### src/rtl/riscv_test_pkg.sv
// Shared types for the riscv-tests pass/fail monitor: FSM states, tohost default and
// per-hart result encoding.
package riscv_test_pkg;

  typedef enum logic [2:0] {
    StIdle,
    StRun,
    StPass,
    StFail,
    StTimeout
  } state_e;

  localparam logic [31:0] TOHOST_DEFAULT = 32'h0000_1000;

  typedef enum logic [1:0] {
    ResNone,
    ResOk,
    ResBad
  } res_e;

endpackage

### src/rtl/riscv_tohost_decoder.sv
// Combinational decode of one hart's tohost store (and legacy PC/gp trap when
// RISCV_TEST_MONITOR_LEGACY_PC_EN is defined) into a {result, id} pair.
module riscv_tohost_decoder
  import riscv_test_pkg::*;
#(
  parameter logic [31:0] TOHOST_ADDR = TOHOST_DEFAULT,
  parameter logic [31:0] PASS_PC     = 32'h0000_0044
) (
  input  logic        st_valid,
  input  logic [31:0] st_addr,
  input  logic [31:0] st_data,
  input  logic [31:0] pc,
  input  logic [31:0] gp,
  output res_e        result,
  output logic [30:0] id
);

  always_comb begin
    result = ResNone;
    id     = '0;
`ifdef RISCV_TEST_MONITOR_LEGACY_PC_EN
    if (pc == PASS_PC) begin
      result = (gp == 32'd1) ? ResOk : ResBad;
      id     = gp[31:1];
    end
`endif
    // Evaluated last so a tohost store overrides a same-cycle PC trap.
    // Stores with bit 0 clear are syscall traffic, not a result.
    if (st_valid && (st_addr == TOHOST_ADDR) && st_data[0]) begin
      result = (st_data == 32'd1) ? ResOk : ResBad;
      id     = st_data[31:1];
    end
  end

`ifndef RISCV_TEST_MONITOR_LEGACY_PC_EN
  logic unused_legacy;
  assign unused_legacy = ^{pc, gp, PASS_PC};
`endif

endmodule

### src/rtl/riscv_test_monitor.sv
// riscv-tests pass/fail monitor: FSM, fail priority, per-hart done flags and cycle
// timeout. RISCV_TEST_MONITOR_LEGACY_PC_EN adds the PC/gp completion check.
module riscv_test_monitor
  import riscv_test_pkg::*;
#(
  parameter int unsigned NHART       = 1,
  parameter logic [31:0] TOHOST_ADDR = TOHOST_DEFAULT,
  parameter int unsigned TIMEOUT     = 5000,
  parameter logic [31:0] PASS_PC     = 32'h0000_0044
) (
  input  logic                  clk,
  input  logic                  rst,
  input  logic                  start,
  input  logic [NHART-1:0]      st_valid,
  input  logic [NHART*32-1:0]   st_addr,
  input  logic [NHART*32-1:0]   st_data,
  input  logic [NHART*32-1:0]   pc,
  input  logic [NHART*32-1:0]   gp,
  output logic                  done,
  output logic                  pass,
  output logic                  timeout,
  output logic [2:0]            fail_hart,
  output logic [30:0]           fail_id,
  output logic [NHART-1:0]      hart_done,
  output logic [31:0]           cycles
);

  state_e            state_q, state_d;
  logic [NHART-1:0]  hart_done_q;
  logic [31:0]       cycles_q, cycles_inc;
  logic [2:0]        fail_hart_q, bad_idx;
  logic [30:0]       fail_id_q, bad_id;
  logic [NHART-1:0]  new_done;
  logic              any_bad, all_done, timeout_hit;

  res_e        res [NHART];
  logic [30:0] id  [NHART];

  for (genvar g = 0; g < NHART; g++) begin : g_dec
    riscv_tohost_decoder #(
      .TOHOST_ADDR (TOHOST_ADDR),
      .PASS_PC     (PASS_PC)
    ) u_dec (
      .st_valid (st_valid[g]),
      .st_addr  (st_addr[g*32 +: 32]),
      .st_data  (st_data[g*32 +: 32]),
      .pc       (pc[g*32 +: 32]),
      .gp       (gp[g*32 +: 32]),
      .result   (res[g]),
      .id       (id[g])
    );
  end

  // Ascending scan keeps the first (lowest-index) failing hart.
  always_comb begin
    new_done = '0;
    any_bad  = 1'b0;
    bad_idx  = '0;
    bad_id   = '0;
    for (int i = 0; i < NHART; i++) begin
      if ((res[i] != ResNone) && !hart_done_q[i]) begin
        new_done[i] = 1'b1;
        if ((res[i] == ResBad) && !any_bad) begin
          any_bad = 1'b1;
          bad_idx = 3'(i);
          bad_id  = id[i];
        end
      end
    end
  end

  assign all_done    = &(hart_done_q | new_done);
  assign cycles_inc  = (cycles_q == '1) ? cycles_q : cycles_q + 32'd1;
  assign timeout_hit = (cycles_inc >= TIMEOUT);

  always_ff @(posedge clk or negedge rst) begin
    if (!rst) begin
      state_q <= StIdle;
    end else begin
      state_q <= state_d;
    end
  end

  // Completion is checked before expiry so a last-cycle result beats the timeout.
  always_comb begin
    state_d = state_q;
    unique case (state_q)
      StIdle: if (start) state_d = StRun;
      StRun: begin
        if (any_bad)          state_d = StFail;
        else if (all_done)    state_d = StPass;
        else if (timeout_hit) state_d = StTimeout;
      end
      default: state_d = state_q;
    endcase
  end

  always_ff @(posedge clk or negedge rst) begin
    if (!rst) begin
      hart_done_q <= '0;
      cycles_q    <= '0;
      fail_hart_q <= '0;
      fail_id_q   <= '0;
    end else if (state_q == StIdle) begin
      hart_done_q <= '0;
      cycles_q    <= '0;
      fail_hart_q <= '0;
      fail_id_q   <= '0;
    end else if (state_q == StRun) begin
      hart_done_q <= hart_done_q | new_done;
      cycles_q    <= cycles_inc;
      if (any_bad) begin
        fail_hart_q <= bad_idx;
        fail_id_q   <= bad_id;
      end
    end
  end

  always_comb begin
    done    = 1'b0;
    pass    = 1'b0;
    timeout = 1'b0;
    unique case (state_q)
      StPass:    begin done = 1'b1; pass = 1'b1; end
      StFail:    done = 1'b1;
      StTimeout: begin done = 1'b1; timeout = 1'b1; end
      default:   done = 1'b0;
    endcase
  end

  assign hart_done = hart_done_q;
  assign cycles    = cycles_q;
  assign fail_hart = fail_hart_q;
  assign fail_id   = fail_id_q;

endmodule

### config.mk
export PLATFORM = sky130hd
export DESIGN_NAME = riscv_test_monitor
export DESIGN_NICKNAME = d
export VERILOG_FILES = /design/src/rtl/riscv_test_pkg.sv /design/src/rtl/riscv_tohost_decoder.sv /design/src/rtl/riscv_test_monitor.sv
export SDC_FILE = /design/constraint.sdc
export NUM_CORES = 1
export LEC_CHECK = 0
export ABC_AREA = 0
export BUFFER_PORTS_ARGS = -buffer_cell sky130_fd_sc_hd__buf_2
export CELL_PAD_IN_SITES_DETAIL_PLACEMENT = 0
export CELL_PAD_IN_SITES_GLOBAL_PLACEMENT = 1
export CORE_MARGIN = 10
export CORE_UTILIZATION = 30
export DETAILED_ROUTE_END_ITERATION = 8
export PLACE_DENSITY_LB_ADDON = 0.12
export SLEW_MARGIN = 25
export SYNTH_ARGS = -nofsm -noshare
export SYNTH_HDL_FRONTEND = slang
export SYNTH_SLANG_ARGS = --single-unit
### constraint.sdc
create_clock -name clk -period 2.6 [get_ports clk]
set_input_delay 0.39 -clock clk [delete_from_list [all_inputs] [get_ports clk]]
set_output_delay 0.39 -clock clk [all_outputs]
set_load 0.05 [all_outputs]
# Word level (Yosys, flattened, before mapping)
# Index checks and enable logic that the tools add are counted.
[classes]
n_eq_ne = 10
n_lt_le_gt_ge = 1
n_addsub = 1
n_reduce_logical = 11
mux = 27
bitwise_logic = 1
[op_table]
columns = ["operator", "n"]
rows = [
  ["$mux 31", 6],
  ["$mux 32", 3],
  ["$add 32x1->32 const B", 1],
  ["$eq 32x1->1 const B", 1],
  ["$eq 32x13->1 const B", 1],
  ["$eq 32x32->1 const B", 1],
  ["$ge 32x13->1 const B", 1],
  ["$mux 3", 7],
  ["$mux 1", 8],
  ["$eq 3x2->1 const B", 2],
  ["$pmux 3 s2", 1],
  ["$reduce_bool 2->1", 3],
  ["$mux 2", 2],
  ["$ne 4x4->1 const B", 1],
  ["$eq 3x1->1 const B", 1],
  ["$eq 3x3->1 const B", 1],
  ["$logic_and 1x1->1", 3],
  ["$logic_not 3->1", 1],
  ["$reduce_and 3->1", 1],
  ["$reduce_or 3->1", 1],
  ["$eq 2x2->1 const B", 1],
  ["$ne 2x2->1 const B", 1],
  ["$reduce_and 2->1", 1],
  ["$logic_not 1->1", 1],
  ["$or 1x1->1", 1],
]
[totals]
reg_bits = 70
in_bits = 132
out_inout_bits = 70

# Depth between registers and ports, before layout
[depth]
word_depth = 11
mapped_depth = 11
mapped_depth_nobuf = 9

# Modules after synthesis
# A second synthesis with hierarchy kept.
[unflattened]
hier_cells = 505
area_unflattened_um2 = 4493.1
[modules_own_cells]
columns = ["mod", "n_inst", "cells_per_inst", "area_each_um2", "seq_area_each_um2"]
rows = [
  ["riscv_test_monitor", 1, 445, 4092.7, 1676.6],
  ["riscv_tohost_decoder", 1, 60, 400.4, 0.0],
]

# Worst setup path after synthesis
# OpenSTA, ideal clock, no wires.
[synth_path]
kind = "register to register"
start = "register cycles_q[0], in the netlist cycles[0]"
end = "register state_q[2]"
setup_ps = 130
path_slack_ps = -293
period_less_slack_ps = 2893
stages_incl_launch_ff = 10
arrival_time_ps = 2763
n_path_buf = 0
t_required_ps = 2470
cell_sequence = "dfrtp_1 > ha_1 > nand4_2 > or3_1 > nor3_1 > mux2i_1 > nand3b_1 > nor4_1 > and4_1 > o21bai_1"
[synth_via]
elab_chain_len = 5
[synth_lines]
columns = ["item", "line_no", "text"]
rows = [
  ["from (decl)", "riscv_test_monitor.sv:30", "logic [31:0] cycles_q, cycles_inc;"],
  ["from (signal assigned)", "riscv_test_monitor.sv:111", "cycles_q <= cycles_inc;"],
  ["$add 32x1->32 / $eq 32x32->1 (equally long branches)", "riscv_test_monitor.sv:73", "assign cycles_inc = (cycles_q == '1) ? cycles_q : cycles_q + 32'd1;"],
  ["$mux 32 (*)", "riscv_test_monitor.sv:73", ""],
  ["$ge 32x13->1 (*)", "riscv_test_monitor.sv:74", "assign timeout_hit = (cycles_inc >= TIMEOUT);"],
  ["$ne 4x4->1 (no source line) (*)", "-", ""],
  ["$reduce_and 3->1 (no source line) (*)", "-", ""],
  ["to (signal assigned)", "riscv_test_monitor.sv:78", "state_q <= StIdle;"],
  ["to (signal assigned)", "riscv_test_monitor.sv:80", "state_q <= state_d;"],
  ["to (decl)", "riscv_test_monitor.sv:28", "state_e state_q, state_d;"],
]
# Mark *: on every way between the ends. The rest lies on a longest branch, timed or not.
# A chain may end at the register's enable or synchronous reset.

# Final worst setup path
# Ends and elaborated chain as after synthesis.

==> results.py <==
metrics = {
    "outcome": {
        "status": "complete, no violations",
    },
    "sta": {
        "max_slew_margin_pct": 55.7,
        "skew_ns": 0.00611,
        "slew_violations": 0,
        "post-route-min-period_ns": 2.55,
        "fmax_ghz": 0.393,
        "setup_viol": 0,
        "tightest_slew_ns": 0.664,
        "finalCritPeriodShare_pct": 98.0,
        "setup_slack_ns": 0.0525,
        "final-hold-violation-count": 0,
        "hold_ws_ns": 0.0287,
    },
    "cts": {
        "clkSinkCount": 67,
        "clock-root-buffer": "clkbuf_16",
        "cts_hold_buf": 0,
        "numCtsBuffers": 9,
        "tritoncts": "done",
        "clockBufferDepth": 2,
        "cts.htree.levels": 3,
        "path_clk_slew_ns": 0.06,
        "clk_latency_ns": 0.33,
    },
    "routing": {
        "ant_nets": 0,
        "wl_um": 14600,
        "viasPerCell": 5.21,
        "dr.pass1.iters": 5,
        "drt_drc_violations_left": 0,
        "vias": 4227,
        "wire_per_inst_um": 18.0,
        "drt_iter0_markers": 202,
    },
    "critical_path": {
        "r2r_start": "cycles[0]",
        "critPathRequiredTime_ns": 2.80,
        "endpoint_kind": "register",
        "setup.worst_path.start_class": "register",
        "crit_arrival_ns": 2.74,
        "critical_path_class": "register to register",
        "startpoint": "cycles[0]",
        "cp_max_fo": 7,
    },
    "final_layout": {
        "antenna_cells": 0,
        "stdcell_area_mm2": 0.00582,
        "drive_gt1_share_pct": 44.4,
        "instances_no_fill": 811,
        "fin_nets": 764,
        "multiInputGateArea_mm2": 0.00231,
        "seq_area_mm2": 0.00171,
        "synthToLayoutAreaGrowth_pct": 44.0,
        "nFillCells": 1347,
    },
    "floorplanning": {
        "initial_utilization_pct": 30.5,
        "num_rows": 42,
        "dieArea_mm2": 0.0185,
        "boundaryPins": 202,
        "core-area_mm2": 0.0132,
        "fp.dieH_um": 136,
        "die_w_um": 136,
    },
    "global_route": {
        "grt_pass1_wl_um": 23200,
        "grtUsageMet3_pct": 5.50,
        "grt_util_all_layers_pct": 15.6,
        "grtUsageMet1_pct": 19.9,
        "use_met2_pct": 24.5,
        "antenna_found_initial": 1,
        "gr-total-overflow": 0,
        "grt_pass1_vias": 4428,
        "grt_max_degree": 32,
        "grt_busiest_layer": "met2",
    },
    "yosys": {
        "synth.distinct_cells": 61,
        "synthArstFlopShare_pct": 100,
        "syn_avg_cell_area_um2": 9.00,
        "yosysTopAreaCellShare_pct": 41.5,
        "synth_edf_count": 0,
        "synth_area_mm2": 0.00404,
        "synth_area_leaders": "dfrtp_1 (41%), a22o_1 (8.0%), nor2_1 (3.7%)",
        "ys_warn_count": 0,
        "yosysSeqAreaShare_pct": 41.5,
        "postSynthCellCount": 449,
        "synth_top_area_cell": "dfrtp_1",
        "synth_flop_cell": "dfrtp_1",
        "synth_seq_cells": 67,
    },
    "power_and_ir_drop": {
        "finalPower_mw": 3.60,
        "powerDensity_mw_per_mm2": 619,
        "pwr-share-seq_pct": 31.8,
        "p_clk_share_pct": 36.5,
        "internal_power_mw": 2.30,
        "peakVddDrop_v": 0.000338,
        "combPwrFrac_pct": 31.7,
        "netSwitchingPower_mw": 1.30,
        "switching_share_pct": 36.2,
        "p_leak_nw": 2.79,
    },
    "place": {
        "place_hpwl_um": 11300,
        "place_inst": 795,
        "port_buffers": 134,
        "place_area_mm2": 0.00536,
        "pre_cts_slack_ns": -0.0788,
        "place.gp.congestion": 0.864,
    },
    "worst_hold_path": {
        "hold_class": "primary input to asynchronous set/reset pin",
    },
    "job": {
        "cap_violations": 0,
    },
}
## sequential cells by signal, indices dropped and copies added, names as in the netlist
name,count
cycles,32
fail_id,31
hart_done,1
state_q,3
## synthesized netlist by cell type, drive strengths merged (2+ instances only)
| cell type | count |
|---|---|
| a21o | 4 |
| a21oi | 23 |
| a22o | 37 |
| a22oi | 3 |
| a31oi | 3 |
| a32oi | 2 |
| a41oi | 2 |
| and3 | 7 |
| and4 | 5 |
| buf | 19 |
| clkbuf | 20 |
| dfrtp | 67 |
| inv | 8 |
| mux2i | 12 |
| nand2 | 34 |
| nand2b | 4 |
| nand3 | 15 |
| nand3b | 2 |
| nand4 | 17 |
| nor2 | 40 |
| nor3 | 17 |
| nor3b | 2 |
| nor4 | 19 |
| nor4b | 4 |
| o21ai | 29 |
| o21bai | 2 |
| o31ai | 10 |
| o41ai | 2 |
| or2 | 5 |
| or3 | 3 |
| or3b | 2 |
| or4 | 8 |
| xnor2 | 5 |
| xor2 | 4 |
## power by group through the flow
stage	Combinational (mW)	Clock, mW	Sequential [mW]
2_1_floorplan	0.549	0	1.30
3_3_place_gp	1.13	0	1.15
3_5_place_dp	1.14	0	1.16
4_1_cts	1.15	1.35	1.14
5_1_grt	1.26	1.39	1.15
6_report	1.14	1.31	1.14
## timing repair
action	CTS	global route
endpoints found under the setup margin	2	2
resized for setup	4	19
pin swaps	1	7
endpoints found under the hold margin	0	0
buffers inserted	0	1
## routing by layer
metal | wire (µm) | part of all wire [%]
met1 | 6560 | 45
met2 | 6760 | 46
met3 | 1130 | 7.7
met4 | 165 | 1.1
met5 | 13 | 0.089
## area by class of cell
cell class                      count  area share (%)
Inverter                            8           0.516
Sequential cell                    67            29.3
Multi-Input combinational cell    337            39.8
Timing Repair Buffer              208            21.1
Clock inverter                      5            1.33
Clock buffer                       10            4.11
Tap cell                          176            3.78
## final timing paths
check	end	slack (ns)	depth (start not counted)
max in group asynchronous	cycles[5]	1.82	2
min reg2reg	fail_id[6]	0.50	1
min	cycles[16]	0.03	1
max	state_q[2]	0.05	9
min in group clk	fail_id[20]	0.29	2
max reg2reg	state_q[2]	0.05	9
## layout by cell type, fill, tap and decap left out, drive strengths merged, types with 3 or more instances in the layout
master / Yosys / final
and3: 7 / 7
or3: 3 / 3
nand2b: 4 / 4
nor3: 17 / 17
o21ai: 29 / 29
xnor2: 5 / 5
nor4: 19 / 19
a22oi: 3 / 3
or4: 8 / 8
a22o: 37 / 37
clkbuf: 20 / 10
o31ai: 10 / 10
nand2: 34 / 34
a21oi: 23 / 23
a21o: 4 / 4
dfrtp: 67 / 67
nand4: 17 / 17
nor2: 40 / 40
and4: 5 / 5
or2: 5 / 5
conb: 1 / 3
mux2i: 12 / 12
a31oi: 3 / 3
nor4b: 4 / 4
nand3: 15 / 15
xor2: 4 / 4
inv: 8 / 8
buf: 19 / 208
## kinds of logic after synthesis
kind of cell             Yosys count  synth area share [%]
multiplexers                      13                  3.25
adder cells (fa/ha/maj)            1                 0.310
AO/OA/AOI/OAI                    125                  21.6
AND/OR/NAND/NOR                  186                  26.0
XOR/XNOR                           9                  1.95
other                              1                0.0928
flip-flops                        67                  41.5
buffers and inverters             47                  5.23
## through the flow
stage / utilization [%] / TNS, ns
5_1_grt: 43.9 / -0.0200
3_3_place_gp: 40.5 / -0.102
3_5_place_dp: 40.5 / -0.0840
2_1_floorplan: - / 0
4_1_cts: 43.1 / 0
6_report: 43.9 / 0
## worst max-delay path, stage by stage, from the launching register on
cell and delay [ns]:
dfrtp_2 0.39, buf_6 0.13, and4_4 0.24, nand4_1 0.26, or3b_4 0.53, nor2_2 0.12
a31oi_1 0.07, nor4_4 0.38, and4_1 0.24, o21bai_1 0.07
Note: power is estimated with default switching activity, not from simulation.
